[src/rtl/mem_wb_stage.sv]
// MEM->WB pipeline register and writeback stage.
// Selects and extends load data, drives the regfile port, bypass bus and trace.
module mem_wb_stage #(
  parameter int MEM_TO_WB_WD = 75,
  parameter int WB_TO_ID_WD  = 38
) (
  input  logic                    clk,
  input  logic                    rst,
  input  logic [5:0]              stall,
  input  logic                    flush,
  input  logic [MEM_TO_WB_WD-1:0] mem_to_wb_bus,
  input  logic [31:0]             data_sram_rdata,
  output logic                    rf_we,
  output logic [4:0]              rf_waddr,
  output logic [31:0]             rf_wdata,
  output logic [WB_TO_ID_WD-1:0]  wb_to_id_bus,
  output logic [31:0]             debug_wb_pc,
  output logic [3:0]              debug_wb_rf_wen,
  output logic [4:0]              debug_wb_rf_wnum,
  output logic [31:0]             debug_wb_rf_wdata
);

  logic [31:0] pc_q;
  logic        we_q;
  logic [4:0]  waddr_q;
  logic [31:0] wdata_q;
  logic [2:0]  op_q;
  logic [1:0]  lo_q;
  logic        first_q;
  logic [31:0] hold_q;

  logic        unused_stall;
  assign unused_stall = ^stall[3:0];

  always_ff @(posedge clk) begin
    if (rst) begin
      pc_q    <= '0;
      we_q    <= 1'b0;
      waddr_q <= '0;
      wdata_q <= '0;
      op_q    <= '0;
      lo_q    <= '0;
      first_q <= 1'b0;
      hold_q  <= '0;
    end else begin
      // SRAM data is only valid on the first WB cycle; keep it for stalls
      if (first_q) hold_q <= data_sram_rdata;
      if (flush || (stall[4] && !stall[5])) begin
        pc_q    <= '0;
        we_q    <= 1'b0;
        waddr_q <= '0;
        wdata_q <= '0;
        op_q    <= '0;
        lo_q    <= '0;
        first_q <= 1'b0;
      end else if (!stall[4]) begin
        {pc_q, we_q, waddr_q, wdata_q, op_q, lo_q} <= mem_to_wb_bus;
        first_q <= 1'b1;
      end else begin
        first_q <= 1'b0;
      end
    end
  end

  logic [31:0] word;
  logic [7:0]  sel_b;
  logic [15:0] sel_h;
  logic [31:0] wb_data;

  always_comb begin
    word  = first_q ? data_sram_rdata : hold_q;
    sel_b = word[7:0];
    unique case (lo_q)
      2'd0: sel_b = word[7:0];
      2'd1: sel_b = word[15:8];
      2'd2: sel_b = word[23:16];
      2'd3: sel_b = word[31:24];
    endcase
    sel_h   = lo_q[1] ? word[31:16] : word[15:0];
    wb_data = wdata_q;
    unique case (op_q)
      3'b001:  wb_data = {{24{sel_b[7]}}, sel_b};
      3'b010:  wb_data = {24'd0, sel_b};
      3'b011:  wb_data = {{16{sel_h[15]}}, sel_h};
      3'b100:  wb_data = {16'd0, sel_h};
      3'b101:  wb_data = word;
      default: wb_data = wdata_q;
    endcase
  end

  assign rf_we             = we_q;
  assign rf_waddr          = waddr_q;
  assign rf_wdata          = wb_data;
  assign wb_to_id_bus      = {we_q, waddr_q, wb_data};
  assign debug_wb_pc       = pc_q;
  assign debug_wb_rf_wen   = {4{we_q}};
  assign debug_wb_rf_wnum  = waddr_q;
  assign debug_wb_rf_wdata = wb_data;

endmodule

[config.mk]
export PLATFORM = sky130hd
export DESIGN_NAME = mem_wb_stage
export DESIGN_NICKNAME = d
export VERILOG_FILES = /design/src/rtl/mem_wb_stage.sv
export SDC_FILE = /design/constraint.sdc
export NUM_CORES = 1
export LEC_CHECK = 0
export CORE_MARGIN = 3
export CORE_UTILIZATION = 40
export DETAILED_ROUTE_END_ITERATION = 8
export GPL_TIMING_DRIVEN = 1
export PLACE_DENSITY = 0.83
export REMOVE_ABC_BUFFERS = 1
export SYNTH_ARGS = -nofsm -noshare
export SYNTH_HDL_FRONTEND = slang
export SYNTH_SLANG_ARGS = --single-unit
[constraint.sdc]
create_clock -name clk -period 2.8 [get_ports clk]
set_input_delay 0.56 -clock clk [delete_from_list [all_inputs] [get_ports clk]]
set_output_delay 0.56 -clock clk [all_outputs]
set_load 0.02 [all_outputs]
# Yosys cells after proc, flatten, opt, wreduce, memory -nomap -nowiden
# Cells that the tools add are included.
[word_totals]
regBits = 108
output_inout_bits = 149
word_cells = 26
[op_classes]
eq_ne = 8
mux = 5
reduce_logical = 5
[op_table]
columns = ["op", "n"]
rows = [
  ["32-bit case mux with 5 select lines", 1],
  ["32-bit two-way mux", 1],
  ["8-bit case mux with 4 select lines", 1],
  ["16-bit two-way mux", 1],
  ["3-bit by 2-bit equality test with 1-bit output, second input constant", 2],
  ["3-bit equality test, second input constant", 2],
  ["2-bit equality test, second input constant", 2],
  ["3-bit by 1-bit equality test with 1-bit output, second input constant", 1],
  ["2-bit by 1-bit equality test with 1-bit output, second input constant", 1],
  ["2-bit zero test", 1],
  ["2-bit OR reduction", 1],
  ["1-bit logical AND", 1],
  ["1-bit zero test", 1],
  ["1-bit logical OR", 1],
  ["1-bit two-way mux", 1],
]

# Logic depth before layout (Yosys ltp)
# Gate-level depths: netlist (run 1).
[depth]
ltp_word = 4
ltp_mapped = 7
mapped_depth_nobuf = 4

# Least setup slack after synthesis (run 1)
# Ideal clock, no wire load.
[synth_timing]
kind = "input to output"
startpoint = "input port data_sram_rdata[31]"
endpoint = "output port rf_wdata[16]"
arrival_ns = 2.044
path_slack_ns = 0.196
stages = 6
n_path_buf = 2
path_cell_list = "mux4_2 mux2i_4 o311ai_4 buf_6 o22a_1 buf_4"
[synth_via]
elab_chain_len = 3
word_cells_on_any_way = 4
[synth_lines]
columns = ["element", "line", "source"]
rows = [
  ["start, declared", "12", "input logic [31:0] data_sram_rdata,"],
  ["32-bit two-way mux (*)", "--", ""],
  ["8-bit case mux with 4 select lines / 16-bit two-way mux (equally long branches)", "73, 79", ""],
  ["32-bit case mux with 5 select lines (*)", "81", "unique case (op_q)"],
  ["end, declared", "15", "output logic [31:0] rf_wdata,"],
]
# Every way passes the cells marked *; elsewhere a longest branch is shown, timed or not.

# Worst setup path after layout (run 1)
[layout_timing]
startpoint = "input port data_sram_rdata[15]"
endpoint = "output port debug_wb_rf_wdata[17]"
[layout_via]
elab_chain_len = 3
word_cells_on_any_way = 4
[layout_lines]
columns = ["element", "line", "source"]
rows = [
  ["32-bit two-way mux (*)", "--", ""],
  ["8-bit case mux with 4 select lines / 16-bit two-way mux (equally long branches)", "73, 79", ""],
  ["32-bit case mux with 5 select lines (*)", "81", ""],
  ["end, declared", "20", "output logic [31:0] debug_wb_rf_wdata"],
]
# Marked as above.

==> summary.md, run 1 <==
| Metric | Value |
|---|---|
| Max stage delay cell, worst path | mux4_2 |
| H-tree levels | 3 |
| Final Hold Vio Count | 0 |
| Min cycle time layout | 2.95 ns |
| RSZ-0062 raised after global routing | yes |
| Hold_ws | 0.496 ns |
| Critical Path Sink Type | primary output |
| Later-pin clock latency in the skew report | 0.34 ns |
| Post-route DRC violation count | 0 |
| Cell taking the most area after synthesis | dfxtp_1 |
| Worst Hold Path EP | debug_wb_pc[2] |
| WP buf/inv | 4 |
| TritonCTS clock tree | yes |
| Fmax | 339 MHz |
| Pre-CTS setup slack | -0.882 ns |
| Die width | 121 um |
| Longest Clk Path Bufs | 2 |
| Final Cycle Share | 1.05 |
| Slowest stage delay, CP | 0.51 ns |
| Pins over their slew limit | 0 |
| Hold Buf Count CTS | 0 |
| CTS sink cnt | 108 |
| Vias post-DR | 4774 |
| Antenna-violating nets left | 0 |
| Overall Power | 4.15 mW |
| Via density | 5.09 |
| R2r setup slk | 1.40 ns |
| Min-Delay Path Class | reg2reg |
| Port bufs | 260 |
| Max_slew headroom | 0.398 |
| Number of global-route vias before repair | 4988 |
| Crit path max-delay family | buffers and inverters |
| Wire per inst | 19.2 um |
| Synth top area share | 0.409 |
| Area Growth Syn to Fin | 65.3% |
| Synth Instances | 541 |
| Layout Skew | 0.00355 ns |
| Initial Util | 0.414 |
| Synth top cells by count | nor2_1, dfxtp_1, mux2i_1 |
| Clock transition at path regs | 0.07 ns |
| Outcome | finished with violations |
| Share of flip-flops with an asynchronous set or reset | 0 |
| Synth area leaders | dfxtp_1, mux2i_1, buf_4 |
| Violated checks | setup timing |
| Die Height | 121 um |
| Max-cap violations | 0 |
| Root buf cell | clkbuf_16 |
| Max VDD drop | 0.269 mV |
| Ys flop type | dfxtp_1 |
| Endpoints failing setup | 56 |
| CP Launch Type | input port |
| Max FO, Critical Path | 4 |
| Final WL | 18.0 mm |
| Cells along the critical path | dlygate4sd2_1, mux4_2, mux2i_4, buf_6, o311ai_4, clkbuf_16, o22a_4, buf_6 |
| HP Start | debug_wb_pc[2] |
| Warnings, synthesis | 0 |
| R2r endpoint | hold_q[8] |
| Pleak | 3.54 nW |
| Final Worst Setup Slack | -0.153 ns |
| Die area | 14600 um^2 |
| First-pass GRT wire length | 26.1 mm |
| Mapped Area | 5280 um^2 |
| Cell mode on critical path | buf_6 |
| WP data arrival | 2.39 ns |
| Final weighted congestion in routability-driven placement | 0.848 |
| Initial antenna violation count | 1 |
| Detailed Route Iter0 Violations | 273 |
| Worst Setup Path Type | in2out |
| Row cnt | 41 |
| Hold-critical path depth | 2 |
| Layout cells sized above 1 | 0.312 |
| CTS buffer count | 9 |
| IO Pins | 265 |
| Tightest Pin Transition | 0.899 ns |
| Hpwl dp | 12.2 mm |
| Gr usage total | 0.230 |
| Final Cell Area | 8730 um^2 |
| Flops & latches, synth | 108 |
| Register area share after synthesis | 0.409 |
| Post-synth EDFFs | 0 |
| Largest net degree at the start of global routing | 77 |
| Leading cell type by number of instances after synthesis | nor2_1 |
| FF-to-FF path depth | 6 |
| Worst Path Required | 2.24 ns |
| Drt first pass iters | 4 |
| Antenna Cells | 0 |
| Worst r2r src | first_q |
| Overflow left after global routing | 0 |
| Mean Syn Cell Area | 9.77 um^2 |
| Power per Cell Area | 475 nW/um^2 |
| Unique cell type count in the Yosys netlist | 27 |
| Placed cell area | 7850 um^2 |
| Nets | 877 |
| Core area | 12800 um^2 |
-- stage by stage --
step,instances,util,TNS [ns]
floorplan,423,-,-214.73
global placement,908,0.615,-58.86
detailed placement,908,0.615,-62.68
CTS,932,0.632,-7.31
global route,938,0.684,-10.19
finish,938,0.684,-6.60
-- flip-flops by register name (all words and copies together) (netlist names) --
register,flops
debug_wb_pc,32
debug_wb_rf_wnum,5
first_q,1
hold_q,32
lo_q,2
op_q,3
rf_we,1
wdata_q,32
-- tightest hold or removal path, delay by kind of cell, from the launching register on --
kind | cells | cell delay (ns)
DFF | 1 | 0.33
muxes | 1 | 0.07
and+or+nand+nor | 1 | 0.07
-- kinds of logic after synthesis --
family / count (synthesis) / share of synthesized area
compound gates: 54 / 0.0914
buf+inv: 119 / 0.147
flops: 108 / 0.409
mux: 117 / 0.245
simple gates: 143 / 0.108
-- per-layer routing --
metal,global-route usage,routed length (um),vias to the layer above,part of all wire
li1,-,-,2245,-
met1,0.247,6720,2315,0.37
met2,0.422,9800,185,0.54
met3,0.0569,1120,27,0.062
met4,0.101,371,2,0.021
met5,0,9,-,0.00050
-- worst max path at each step --
| stage | from | to | slack, ns | cells past startpoint |
|---|---|---|---|---|
| 6_report | data_sram_rdata[15] | debug_wb_rf_wdata[17] | -0.15 | 8 |
| 5_1_grt | first_q | debug_wb_rf_wdata[17] | -0.20 | 7 |
| 4_1_cts | first_q | debug_wb_rf_wdata[31] | -0.18 | 7 |
| 3_5_place_dp | data_sram_rdata[31] | wb_to_id_bus[13] | -0.88 | 6 |
| 3_3_place_gp | data_sram_rdata[7] | wb_to_id_bus[10] | -0.86 | 6 |
| 2_1_floorplan | stall[4] | debug_wb_pc[0] | -2.02 | 3 |
-- cell usage in the layout, fill, tap and decap left out, types with 2 or more instances in the layout --
master | netlist | final
clkinv_2 | 0 | 3
bufinv_16 | 0 | 2
o221ai_1 | 16 | 11
o22a_4 | 0 | 23
nor2_1 | 132 | 127
nand2b_1 | 2 | 2
o22a_2 | 0 | 4
o22a_1 | 32 | 5
dfxtp_2 | 0 | 3
mux2i_1 | 107 | 104
clkdlybuf4s15_1 | 0 | 3
buf_6 | 2 | 92
buf_12 | 0 | 10
dfxtp_1 | 108 | 104
nor3_1 | 2 | 2
mux4_2 | 9 | 9
buf_4 | 79 | 56
clkbuf_16 | 0 | 11
clkdlybuf4s50_1 | 0 | 159
buf_2 | 13 | 3
o221ai_2 | 0 | 5
mux2i_2 | 0 | 3
nor2_2 | 0 | 5
nand2_1 | 2 | 2
-- where the power goes --
| group | total (mW) | switching, mW | internal, mW |
|---|---|---|---|
| Combinational | 1.18 | 0.543 | 0.636 |
| Sequential | 1.61 | 0.0281 | 1.58 |
| Clock | 1.36 | 0.555 | 0.805 |
-- layout make-up --
class	instances	area, um^2
Tap cell	172	215
Clock buffer	11	243
Sequential cell	108	2170
Timing Repair Buffer	327	3380
Inverter	1	3.75
Multi-Input combinational cell	314	2650
Clock inverter	5	75.1
Fill cell	948	4040
-- repair_timing --
item	in CTS	in global routing
gates resized for setup	454	172
gates cloned	1	2
pin swaps	19	25
setup buffers	7	4
setup endpoints to repair	96	90
Power figures use the tool's default switching activity.
==> inputs of run 2 (changes only) <==
- CORE_UTILIZATION: 40 -> 41
- PLACE_DENSITY: 0.83 -> 0.85
==> run 2 against run 1 <==
- power fell by 5.1%
- largest power group unchanged
- clock power fell by 4%
- the flow still finishes with violations (setup timing)
- critical endpoint is now rf_wdata[29]
- combinational power fell by 14%
- utilization fell by 2.4 points
- sequential power barely moved
==> summary.md, run 2 (synthesis gave the netlist of run 1 again) <==
| Metric | Value |
|---|---|
| Area Growth Syn to Fin | 53.8% (was 65.3%) |
| Final WL | 17.3 mm (was 18.0 mm) |
| TritonCTS clock tree | yes (unchanged) |
| Gr usage total | 0.233 (was 0.230) |
| Commonest non-fill, non-tap cell in the layout | clkdlybuf4s50_1 (unchanged) |
| Pins over their slew limit | 0 (unchanged) |
| Final Worst Setup Slack | -0.102 ns (was -0.153 ns) |
| Final Cycle Share | 1.04 (was 1.05) |
| Commonest non-fill, non-tap cells in the layout | clkdlybuf4s50_1, nor2_1, mux2i_1, dfxtp_1, buf_2 (was clkdlybuf4s50_1, nor2_1, mux2i_1, dfxtp_1, buf_6) |
| HP Start | debug_wb_pc[3] (was debug_wb_pc[2]) |
| Min cycle time layout | 2.90 ns (was 2.95 ns) |
| Layout cells sized above 1 | 0.280 (was 0.312) |
| Drt first pass iters | 4 (unchanged) |
| Largest net degree at the start of global routing | 77 (unchanged) |
| H-tree levels | 3 (unchanged) |
| RSZ-0062 raised after global routing | yes (unchanged) |
| Overall Power | 3.93 mW (was 4.15 mW) |
| Pleak | 3.41 nW (was 3.54 nW) |
| Clock transition at path regs | 0.07 ns (about the same) |
| R2r setup slk | 1.46 ns (was 1.40 ns) |
| Longest Clk Path Bufs | 2 (unchanged) |
| Overflow left after global routing | 0 (unchanged) |
| Max-cap violations | 0 (unchanged) |
| Initial antenna violation count | 0 (was 1) |
| Critical Path Sink Type | primary output (unchanged) |
| Vias post-DR | 4697 (was 4774) |
| CP Launch Type | input port (unchanged) |
| Core area | 12300 um^2 (was 12800 um^2) |
| Fmax | 345 MHz (was 339 MHz) |
| Later-pin clock latency in the skew report | 0.35 ns (was 0.34 ns) |
| Post-route DRC violation count | 0 (unchanged) |
| Tightest Pin Transition | 1.09 ns (was 0.899 ns) |
| WP data arrival | 2.34 ns (was 2.39 ns) |
| Crit path max-delay family | buffers and inverters (unchanged) |
| Row cnt | 40 (was 41) |
| Slowest stage delay, CP | 0.51 ns (about the same) |
| Root buf cell | clkbuf_16 (unchanged) |
| Antenna Cells | 0 (unchanged) |
| Wire per inst | 18.7 um (was 19.2 um) |
| Violated checks | setup timing (unchanged) |
| Worst r2r src | first_q (unchanged) |
| Endpoints failing setup | 51 (was 56) |
| Final weighted congestion in routability-driven placement | 0.861 (was 0.848) |
| CTS sink cnt | 108 (unchanged) |
| Die Height | 120 um (was 121 um) |
| Port bufs | 260 (unchanged) |
| Antenna-violating nets left | 0 (unchanged) |
| Hpwl dp | 12.2 mm (about the same) |
| WP buf/inv | 4 (unchanged) |
| R2r endpoint | hold_q[21] (was hold_q[8]) |
| Worst Path Required | 2.24 ns (about the same) |
| Outcome | finished with violations (unchanged) |
| Hold-critical path depth | 2 (unchanged) |
| Worst Hold Path EP | debug_wb_pc[3] (was debug_wb_pc[2]) |
| Layout Skew | 0.00409 ns (was 0.00355 ns) |
| Worst Setup Path Type | in2out (unchanged) |
| Power per Cell Area | 484 nW/um^2 (was 475 nW/um^2) |
| IO Pins | 265 (unchanged) |
| Die area | 14300 um^2 (was 14600 um^2) |
| Max VDD drop | 0.380 mV (was 0.269 mV) |
| Die width | 120 um (was 121 um) |
| Min-Delay Path Class | reg2reg (unchanged) |
| Max FO, Critical Path | 12 (was 4) |
| CTS buffer count | 9 (unchanged) |
| Initial Util | 0.429 (was 0.414) |
| First-pass GRT wire length | 26.4 mm (was 26.1 mm) |
| Detailed Route Iter0 Violations | 234 (was 273) |
| Number of global-route vias before repair | 5082 (was 4988) |
| Nets | 869 (was 877) |
| Max stage delay cell, worst path | mux4_2 (unchanged) |
| Final Hold Vio Count | 0 (unchanged) |
| Via density | 5.07 (was 5.09) |
| FF-to-FF path depth | 5 (was 6) |
| Final core utilization | 0.660 (was 0.684) |
| Cells along the critical path | dlygate4sd2_1, mux4_2, mux2i_4, buf_6, o311ai_4, buf_12, o22a_1, buf_2 (was dlygate4sd2_1, mux4_2, mux2i_4, buf_6, o311ai_4, clkbuf_16, o22a_4, buf_6) |
| Max_slew headroom | 0.270 (was 0.398) |
[run 2: what timing repair did]
| item | 4_1_cts | 5_1_grt |
|---|---|---|
| setup buffers | 9 | 1 |
| gates cloned | 0 | 1 |
| pin swaps | 21 | 12 |
| endpoints found under the setup margin | 96 | 91 |
| hold buffers | 0 | 0 |
| gates resized for setup | 433 | 54 |
[run 2: power by group]
part	internal, mW	total [mW]	switching [mW]
clock	0.704	1.31	0.602
combinational	0.511	1.02	0.510
sequential	1.58	1.61	0.0273
total	2.80	3.93	1.14
[run 2: cell type report]
cell class	count	area, um^2
Timing Repair Buffer	319	2900
Clock inverter	6	72.6
Inverter	1	3.75
Sequential cell	108	2170
Clock buffer	10	229
Multi-Input combinational cell	314	2540
Tap cell	168	210
Fill cell	986	4180
[run 2: stage by stage]
step / worst slack [ns] / TNS (ns) / std cells / instance area, um^2 / hold slack, ns
2_1_floorplan: -2.02 / -214.73 / 423 / 4510 / 0.464
5_1_grt: -0.156 / -6.51 / 926 / 8130 / 0.530
3_5_place_dp: -0.840 / -59.44 / 899 / 7770 / 0.485
4_1_cts: -0.142 / -4.44 / 924 / 7920 / 0.502
3_3_place_gp: -0.832 / -56.99 / 899 / 7770 / 0.473
6_report: -0.102 / -3.76 / 926 / 8130 / 0.499
[run 2: how the worst max path moves through the flow]
stage / startpoint / endpoint / slack [ns] / cells past startpoint
3_3_place_gp: data_sram_rdata[15] / debug_wb_rf_wdata[11] / -0.83 / 6
3_5_place_dp: data_sram_rdata[15] / rf_wdata[10] / -0.84 / 6
4_1_cts: lo_q[1] / wb_to_id_bus[0] / -0.14 / 7
2_1_floorplan: stall[4] / debug_wb_pc[0] / -2.02 / 3
5_1_grt: first_q / wb_to_id_bus[27] / -0.16 / 7
6_report: data_sram_rdata[15] / rf_wdata[29] / -0.10 / 8
[run 2: worst register-to-register path, stage by stage, from the launching register on]
cell and delay (ns):
dfxtp_4 0.39, buf_4 0.15, clkbuf_16 0.17, mux2i_1 0.30, buf_4 0.18, nor2_1 0.04
[run 2: routing by layer]
metal,vias up,share of wire,GRT usage
met3,21,0.072,0.0792
met5,-,0,0
met2,202,0.54,0.431
li1,2211,-,-
met4,0,0.020,0.0773
met1,2263,0.37,0.247
==> inputs of run 3 (changes only) <==
- CORE_UTILIZATION: 41 -> 38
- PLACE_DENSITY: 0.85 -> 0.82
==> run 3 against run 2 <==
- the flow still finishes with violations (setup timing)
- cell area up 2.0%
- power grew 3.0%
- sequential power is essentially flat
- register-to-register slack got worse by 0.02 ns
- utilization is 4.1 points lower
- non-clock buffer count unchanged
- clock power rose by 5%
- count of clock-buffer cells in the layout is 2 higher
- wire length grew 0.21%
- first-iteration DRC count up 17%
- via count decreased by 0.21%
==> summary.md, run 3 (synthesis gave the netlist of run 1 again) <==
| Metric | Value |
|---|---|
| Layout cells sized above 1 | 0.277 (was 0.280) |
| Slowest stage delay, CP | 0.53 ns (was 0.51 ns) |
| IO Pins | 265 (unchanged) |
| Die Height | 124 um (was 120 um) |
| Initial Util | 0.394 (was 0.429) |
| Hpwl dp | 12.4 mm (was 12.2 mm) |
| Max FO, Critical Path | 8 (was 12) |
| Violated checks | setup timing (unchanged) |
| Final Hold Vio Count | 0 (unchanged) |
| R2r setup slk | 1.44 ns (was 1.46 ns) |
| Later-pin clock latency in the skew report | 0.35 ns (about the same) |
| CP Launch Type | input port (unchanged) |
| Initial antenna violation count | 0 (unchanged) |
| Largest net degree at the start of global routing | 77 (unchanged) |
| Longest Clk Path Bufs | 2 (unchanged) |
| Final Cell Area | 8290 um^2 (was 8130 um^2) |
| Commonest non-fill, non-tap cells in the layout | clkdlybuf4s50_1, nor2_1, mux2i_1 (was clkdlybuf4s50_1, nor2_1, mux2i_1, dfxtp_1, buf_2) |
| Power per Cell Area | 489 nW/um^2 (was 484 nW/um^2) |
| Pins over their slew limit | 0 (unchanged) |
| Cells along the critical path | dlygate4sd2_1, mux4_2, mux2i_4, buf_6, o311ai_4, clkbuf_16, o22a_4, buf_6 (was dlygate4sd2_1, mux4_2, mux2i_4, buf_6, o311ai_4, buf_12, o22a_1, buf_2) |
| Die area | 15400 um^2 (was 14300 um^2) |
| Hold Buf Count CTS | 0 (unchanged) |
| Fmax | 340 MHz (was 345 MHz) |
| Outcome | finished with violations (unchanged) |
| Post-route DRC violation count | 0 (unchanged) |
| Tightest Pin Transition | 0.984 ns (was 1.09 ns) |
| Wire per inst | 18.6 um (was 18.7 um) |
| Antenna Cells | 0 (unchanged) |
| Antenna-violating nets left | 0 (unchanged) |
| CTS sink cnt | 108 (unchanged) |
| Critical Path Sink Type | primary output (unchanged) |
| H-tree levels | 3 (unchanged) |
| Via density | 5.02 (was 5.07) |
| Layout Skew | 0.00464 ns (was 0.00409 ns) |
| Pre-CTS setup slack | -0.859 ns (was -0.840 ns) |
| TritonCTS clock tree | yes (unchanged) |
| Final Cycle Share | 1.05 (was 1.04) |
| Die width | 124 um (was 120 um) |
| WP data arrival | 2.38 ns (was 2.34 ns) |
| Max VDD drop | 0.369 mV (was 0.380 mV) |
| Cell mode on critical path | buf_6 |
| CTS buffer count | 9 (unchanged) |
| Min cycle time layout | 2.94 ns (was 2.90 ns) |
| Max-cap violations | 0 (unchanged) |
| Port bufs | 260 (unchanged) |
| Placed cell area | 7790 um^2 (was 7770 um^2) |
| Number of global-route vias before repair | 4835 (was 5082) |
| RSZ-0062 raised after global routing | yes (unchanged) |
| Final WL | 17.3 mm (about the same) |
| Drt first pass iters | 4 (unchanged) |
| Row cnt | 42 (was 40) |
| Clock transition at path regs | 0.06 ns (was 0.07 ns) |
| Max_slew headroom | 0.342 (was 0.270) |
| Pleak | 3.42 nW (was 3.41 nW) |
| Overall Power | 4.05 mW (was 3.93 mW) |
| Max stage delay cell, worst path | mux4_2 (unchanged) |
| Worst Setup Path Type | in2out (unchanged) |
| Commonest non-fill, non-tap cell in the layout | clkdlybuf4s50_1 (unchanged) |
| Final weighted congestion in routability-driven placement | 0.817 (was 0.861) |
| Endpoints failing setup | 53 (was 51) |
| Vias post-DR | 4687 (was 4697) |
| Min-Delay Path Class | reg2reg (unchanged) |
| Core area | 13400 um^2 (was 12300 um^2) |
| Gr usage total | 0.218 (was 0.233) |
| Overflow left after global routing | 0 (unchanged) |
| Root buf cell | clkbuf_16 (unchanged) |
| Detailed Route Iter0 Violations | 274 (was 234) |
| Area Growth Syn to Fin | 57.0% (was 53.8%) |
| Worst Path Required | 2.24 ns (about the same) |
| Nets | 869 (unchanged) |
| First-pass GRT wire length | 25.7 mm (was 26.4 mm) |
| Final Worst Setup Slack | -0.137 ns (was -0.102 ns) |
run 3: changes by cell type in the layout (fill, tap and decap cells not counted), moves of 3 or more:
cell           delta
dlygate4sd2_1     +5
buf_4             +5
buf_6            +22
o221ai_1          +3
buf_2            -25
o22a_1           -10
o221ai_2          -3
buf_12            -5
o22a_4           +10
run 3: power by group:
group	total (mW)	internal, mW	switching [mW]
Combinational	1.08	0.556	0.520
Clock	1.37	0.808	0.562
Sequential	1.61	1.58	0.0272
run 3: worst paths after layout:
kind	startpoint	to	cells past startpoint
worst max-delay path	data_sram_rdata[31]	rf_wdata[24]	8
worst min-delay path	debug_wb_pc[28]	debug_wb_pc[28]	2
worst min register to register	debug_wb_pc[28]	debug_wb_pc[28]	2
worst max register to register	first_q	hold_q[28]	5
run 3: area by class of cell:
cell class / count / area, um^2
clock inverters: 4 / 72.6
flip-flops and latches: 108 / 2170
repair buffers: 319 / 2990
well taps: 176 / 220
fillers: 1123 / 5110
clock buffers: 12 / 246
multi-input cells: 314 / 2590
inverters: 1 / 3.75
run 3: timing repair:
item | CTS | global route
pin swaps | 30 | 7
gates cloned | 1 | 0
setup buffers | 3 | 2
gates resized for setup | 507 | 18
endpoints found under the setup margin | 96 | 96
run 3: worst max-delay path: cells and delay by family:
family          cells  cell delay [ns]
buf+inv             4             0.74
mux                 2             0.71
compound gates      2             0.35
run 3: metal layers:
layer  vias to the layer above  wire length (um)  track usage  part of all wire
li1                       2216                 -            -                 -
met1                      2268              6720        0.254              0.39
met2                       179              9160        0.394              0.53
met3                        24              1150       0.0445             0.066
met4                         0               305       0.0760             0.018
met5                         -                 0            0                 0
run 3: stage by stage:
stage	instances	hold WS, ns	TNS, ns	utilization
after floorplan	423	0.464	-214.73	-
after global placement	912	0.473	-57.41	0.581
after detailed placement	912	0.488	-61.59	0.581
after CTS	932	0.500	-6.25	0.615
after global routing	934	0.526	-8.93	0.619
final	934	0.497	-5.56	0.619
